### config.mk
export PLATFORM = sky130hd
export DESIGN_NAME = mem_arbiter
export DESIGN_NICKNAME = d
export VERILOG_FILES = /design/src/rtl/mem_arbiter.sv
export SDC_FILE = /design/constraint.sdc
export NUM_CORES = 1
export LEC_CHECK = 0
export CORE_ASPECT_RATIO = 0.7
export CORE_UTILIZATION = 42
export DETAILED_ROUTE_END_ITERATION = 10
export PLACE_DENSITY = 0.89
export SETUP_SLACK_MARGIN = 0.15
export SKIP_LAST_GASP = 1
export SYNTH_ARGS = -nofsm -noshare
export SYNTH_HDL_FRONTEND = slang
export SYNTH_SLANG_ARGS = --single-unit
### constraint.sdc
create_clock -name CLK -period 2.5 [get_ports CLK]
set_input_delay 0.25 -clock CLK [delete_from_list [all_inputs] [get_ports CLK]]
set_output_delay 0.25 -clock CLK [all_outputs]
set_load 0.02 [all_outputs]
### src/rtl/mem_arbiter.sv
// Two-port (monitor/CPU) arbiter onto a single-port byte RAM with 1-cycle read latency.
// Define MEM_ARB_ROUNDROBIN_EN for round-robin tie-break; default is fixed monitor priority.
module mem_arbiter #(
    parameter int ADDR_WIDTH = 18
) (
    input  logic                  CLK,
    input  logic                  reset,
    input  logic                  m_req,
    input  logic                  m_we,
    input  logic [ADDR_WIDTH-1:0] m_addr,
    input  logic [7:0]            m_wdata,
    output logic                  m_ack,
    output logic                  m_rvalid,
    output logic [7:0]            m_rdata,
    input  logic                  c_req,
    input  logic                  c_we,
    input  logic [ADDR_WIDTH-1:0] c_addr,
    input  logic [7:0]            c_wdata,
    output logic                  c_ack,
    output logic                  c_rvalid,
    output logic [7:0]            c_rdata,
    output logic [ADDR_WIDTH-1:0] ram_addr,
    output logic                  ram_we,
    output logic [7:0]            ram_wdata,
    input  logic [7:0]            ram_rdata
);

    typedef enum logic [1:0] {IDLE, ISSUE, RDWAIT} state_t;

    state_t                  state_q, state_d;
    logic                    grant_c_q, grant_c_d;
    logic [ADDR_WIDTH-1:0]   ram_addr_q, ram_addr_d;
    logic                    ram_we_q, ram_we_d;
    logic [7:0]              ram_wdata_q, ram_wdata_d;
    logic                    m_ack_q, m_ack_d;
    logic                    c_ack_q, c_ack_d;
    logic                    m_rvalid_q, m_rvalid_d;
    logic                    c_rvalid_q, c_rvalid_d;
    logic [7:0]              m_rdata_q, m_rdata_d;
    logic [7:0]              c_rdata_q, c_rdata_d;
    logic                    pick_c;

    // grant_c_q doubles as the current grant and the "last granted" memory.
`ifdef MEM_ARB_ROUNDROBIN_EN
    assign pick_c = c_req && (!m_req || !grant_c_q);
`else
    assign pick_c = c_req && !m_req;
`endif

    always_ff @(posedge CLK) begin
        if (!reset) begin
            state_q     <= IDLE;
            grant_c_q   <= 1'b1;
            ram_addr_q  <= '0;
            ram_we_q    <= 1'b0;
            ram_wdata_q <= '0;
            m_ack_q     <= 1'b0;
            c_ack_q     <= 1'b0;
            m_rvalid_q  <= 1'b0;
            c_rvalid_q  <= 1'b0;
            m_rdata_q   <= '0;
            c_rdata_q   <= '0;
        end else begin
            state_q     <= state_d;
            grant_c_q   <= grant_c_d;
            ram_addr_q  <= ram_addr_d;
            ram_we_q    <= ram_we_d;
            ram_wdata_q <= ram_wdata_d;
            m_ack_q     <= m_ack_d;
            c_ack_q     <= c_ack_d;
            m_rvalid_q  <= m_rvalid_d;
            c_rvalid_q  <= c_rvalid_d;
            m_rdata_q   <= m_rdata_d;
            c_rdata_q   <= c_rdata_d;
        end
    end

    always_comb begin
        state_d     = state_q;
        grant_c_d   = grant_c_q;
        ram_addr_d  = ram_addr_q;
        ram_we_d    = 1'b0;
        ram_wdata_d = ram_wdata_q;
        m_ack_d     = 1'b0;
        c_ack_d     = 1'b0;
        m_rvalid_d  = 1'b0;
        c_rvalid_d  = 1'b0;
        m_rdata_d   = m_rdata_q;
        c_rdata_d   = c_rdata_q;

        unique case (state_q)
            IDLE: begin
                if (m_req || c_req) begin
                    grant_c_d = pick_c;
                    state_d   = ISSUE;
                    if (pick_c) begin
                        ram_addr_d  = c_addr;
                        ram_wdata_d = c_wdata;
                        ram_we_d    = c_we;
                        c_ack_d     = 1'b1;
                    end else begin
                        ram_addr_d  = m_addr;
                        ram_wdata_d = m_wdata;
                        ram_we_d    = m_we;
                        m_ack_d     = 1'b1;
                    end
                end
            end
            ISSUE: begin
                // ram_we_q is high during this cycle exactly when the access is a write.
                state_d = ram_we_q ? IDLE : RDWAIT;
            end
            RDWAIT: begin
                state_d = IDLE;
                if (grant_c_q) begin
                    c_rdata_d  = ram_rdata;
                    c_rvalid_d = 1'b1;
                end else begin
                    m_rdata_d  = ram_rdata;
                    m_rvalid_d = 1'b1;
                end
            end
            default: state_d = IDLE;
        endcase
    end

    assign ram_addr  = ram_addr_q;
    assign ram_we    = ram_we_q;
    assign ram_wdata = ram_wdata_q;
    assign m_ack     = m_ack_q;
    assign c_ack     = c_ack_q;
    assign m_rvalid  = m_rvalid_q;
    assign c_rvalid  = c_rvalid_q;
    assign m_rdata   = m_rdata_q;
    assign c_rdata   = c_rdata_q;

endmodule

==> summary.txt <==
Status
  • Result of the run: complete, no violations

Drt
  • Initial drt markers: 93
  • Remaining antenna violation count: 0
  • Via density per instance: 5.08
  • DRC violations left: 0
  • Wire length reported by the detailed router: 5.80 mm
  • Vias post-DR: 2,053
  • Detailed-routing iteration count for the pre-antenna-repair pass: 4
  • Average routed wire per standard cell: 14.3 um

Clock tree
  • CTS Buf Count: 5
  • CTS hold repair buffers: 0
  • TritonCTS clock tree: built
  • Clock edge transition at the registers on the reported setup and hold paths: 0.09 ns
  • Latest clock arrival within the worst-skew pair: 0.30 ns
  • Maximum clock insertion buffer count: 2
  • Count of cells resized by post-cts repair: 0
  • Clock sink count: 50
  • Root Driver: sky130_fd_sc_hd__clkbuf_8
  • Maximum level of the CTS H-tree: 2
  • Post-CTS repair timing setup buffer count: 0

Timing
  • Final worst-path cycle share: 0.652
  • Worst-Margin Slew: 0.624 ns
  • Achievable Freq: 0.614 GHz
  • Min Clock Period, post-route: 1.63 ns
  • Worst slew slack as a fraction of its limit: 0.583
  • Largest clock skew in the final design: 0.00627 ns
  • Worst-case setup margin in the final layout: 0.871 ns
  • Setup violation total in the final timing report: 0
  • Unrepaired setup endpoints after global routing: false
  • Setup TNS: 0 ns
  • Number of pins exceeding their max-slew limit in the final report: 0
  • Total count of hold-check failures in the final report: 0
  • Smallest hold slack: 0.451 ns

Floorplan
  • Area of the die: 0.00536 mm2
  • Area of the core: 0.00483 mm2
  • Starting density of the core: 0.440
  • Vertical extent of the die: 61.6 um
  • Floorplan row count: 21
  • Die W: 87.1 um
  • Boundary Pins: 113

Logic synthesis
  • Register bit total from synthesis: 50
  • Number of synthesis warnings: 0
  • Sequential-to-total area share from yosys stat: 0.470
  • Average instance area after synthesis: 9.38 um2
  • Synthesized area: 0.00213 mm2
  • Number of different library cells in the post-synthesis netlist: 22
  • Gate count after technology mapping: 227
  • Syn Nets: 293

Run
  • Number of max-capacitance violations reported: 0

Finish
  • Most common cell after layout, fill and taps aside: sky130_fd_sc_hd__clkdlybuf4s50_1
  • Final std cells w/o fill: 404
  • Layout area overhead: 59.0%
  • Nets: 400
  • Diode count: 0
  • Commonest cells after routing, fill and taps aside: sky130_fd_sc_hd__clkdlybuf4s50_1, sky130_fd_sc_hd__nand2_1, sky130_fd_sc_hd__dfxtp_1
  • Fraction of layout instances using a drive strength above 1: 0.116

GRT
  • Wire length of the first global-routing pass: 8.98 mm
  • Maximum number of pins on one net before global-route repair: 33
  • Initial antenna violation count: 0
  • GR Layer Usage met1: 0.270
  • Met2 Resource Use GR: 0.367
  • Number of global-route vias before repair: 1,979
  • GR Util met3: 0.0563
  • Total global routing track utilization: 0.219
  • Most used routing layer: met2
  • Overflow left after global routing: 0

Place
  • # port buffers: 112
  • Setup slack after placement: 0.556 ns
  • Post-placement cell count: 396
  • Routability Congestion: 0.740
  • Estimated wirelength of the detail-placed design: 4.26 mm

Setup path
  • Highest net fanout along the worst path: 26
  • Worst reg2reg path endpoint: ram_wdata[2]
  • Crit path arrival time: 1.78 ns
  • Data required, critical path: 2.65 ns
  • Nature of the critical path endpoint: flip-flop
  • Launch instance of the worst register-to-register path: state_q[1]
  • Setup Crit Path Kind: in2reg
  • Worst reg-to-reg path cell count: 4
  • Critical path launch point type: input port
  • Setup slack, reg-to-reg: 0.94 ns

Power and ir drop
  • Power density of the placed cells: 559 mW/mm2
  • Leak pwr: 1.29 nW
  • Sum of internal, switching and leakage power: 0.00189 W
  • Worst vdd rail ir drop: 0.292 mV

Hold path
  • Worst min-delay path class: reg2reg
  • Worst hold endpoint: state_q[1]
  • Cell depth of the worst hold path: 1
  • Hold path startpoint: ram_we
## state kept, by name (all words and copies together), names as in the netlist
name       count
ram_addr      18
c_ack          1
state_q        2
ram_we         1
m_ack          1
c_rvalid       1
c_rdata        8
grant_c_q      1
m_rdata        8
ram_wdata      8
m_rvalid       1
## how the worst max path moves through the flow
stage | from | endpoint | slack, ns | cells past startpoint
after detailed placement | m_req | ram_wdata[0] | 0.56 | 4
after global routing | m_req | ram_addr[3] | 0.81 | 4
after CTS | m_req | ram_wdata[2] | 0.88 | 4
after global placement | m_req | ram_wdata[2] | 0.60 | 4
final | m_req | ram_wdata[2] | 0.87 | 4
after floorplan | m_req | ram_addr[11] | 1.23 | 6
## cells in the mapped netlist
cell                       instances  share of area
sky130_fd_sc_hd__nand3b_1          1         0.0035
sky130_fd_sc_hd__nor4b_1           1         0.0041
sky130_fd_sc_hd__and3_1            2         0.0059
sky130_fd_sc_hd__and2_1            2         0.0059
sky130_fd_sc_hd__a22oi_1           1         0.0035
sky130_fd_sc_hd__o21ai_1           1         0.0023
sky130_fd_sc_hd__clkinv_1          1         0.0018
sky130_fd_sc_hd__and2_4            1         0.0041
sky130_fd_sc_hd__buf_2             4         0.0094
sky130_fd_sc_hd__mux2i_1          16          0.075
sky130_fd_sc_hd__dfxtp_1          50           0.47
sky130_fd_sc_hd__nand2b_1          1         0.0029
sky130_fd_sc_hd__a311oi_1          6          0.025
sky130_fd_sc_hd__nor2b_1           1         0.0029
sky130_fd_sc_hd__nor2_1           20          0.035
sky130_fd_sc_hd__a21oi_1          27          0.063
sky130_fd_sc_hd__a311oi_2         20           0.14
sky130_fd_sc_hd__nand2_1          53          0.093
sky130_fd_sc_hd__or2_1             1         0.0029
sky130_fd_sc_hd__clkbuf_1         13          0.023
sky130_fd_sc_hd__buf_6             4          0.021
sky130_fd_sc_hd__nor3b_1           1         0.0035
## metal layers
layer,part of all wire,vias to the layer above
met5,0,-
met4,0.028,0
met3,0.070,17
met2,0.48,89
met1,0.42,939
li1,-,1008
## metrics by stage
stage / instance area (um2) / util
after global placement: 3300 / 0.682
after CTS: 3390 / 0.701
after floorplan: 2130 / -
final: 3390 / 0.701
after detailed placement: 3300 / 0.682
after global routing: 3390 / 0.701
## power by group
group          internal, W  leakage, nW  switching (W)
Sequential        0.000858        0.411      0.0000346
Clock             0.000223       0.0482       0.000249
Combinational     0.000275        0.828       0.000252
## cells by family after synthesis
family / count (synthesis) / share of synthesized area
AOI/OAI and AO/OA: 55 / 0.235
muxes: 16 / 0.0752
and+or+nand+nor: 84 / 0.165
buffers and inverters: 22 / 0.0552
DFF: 50 / 0.470
## critical path, stage by stage
cell and delay, ns:
sky130_fd_sc_hd__clkdlybuf4s50_1 0.55, sky130_fd_sc_hd__or2_1 0.34, sky130_fd_sc_hd__and2_4 0.47, sky130_fd_sc_hd__a311oi_2 0.16
## layout make-up
cell class | count | area, um2
tap | 69 | 86.3
fill | 392 | 1450
inverter | 1 | 3.75
clock buffer | 7 | 86.3
multi-input combinational | 155 | 1020
clock inverter | 1 | 5.00
timing repair buffer | 121 | 1190
sequential | 50 | 1000
No activity file was read; power rests on OpenSTA's default activity.
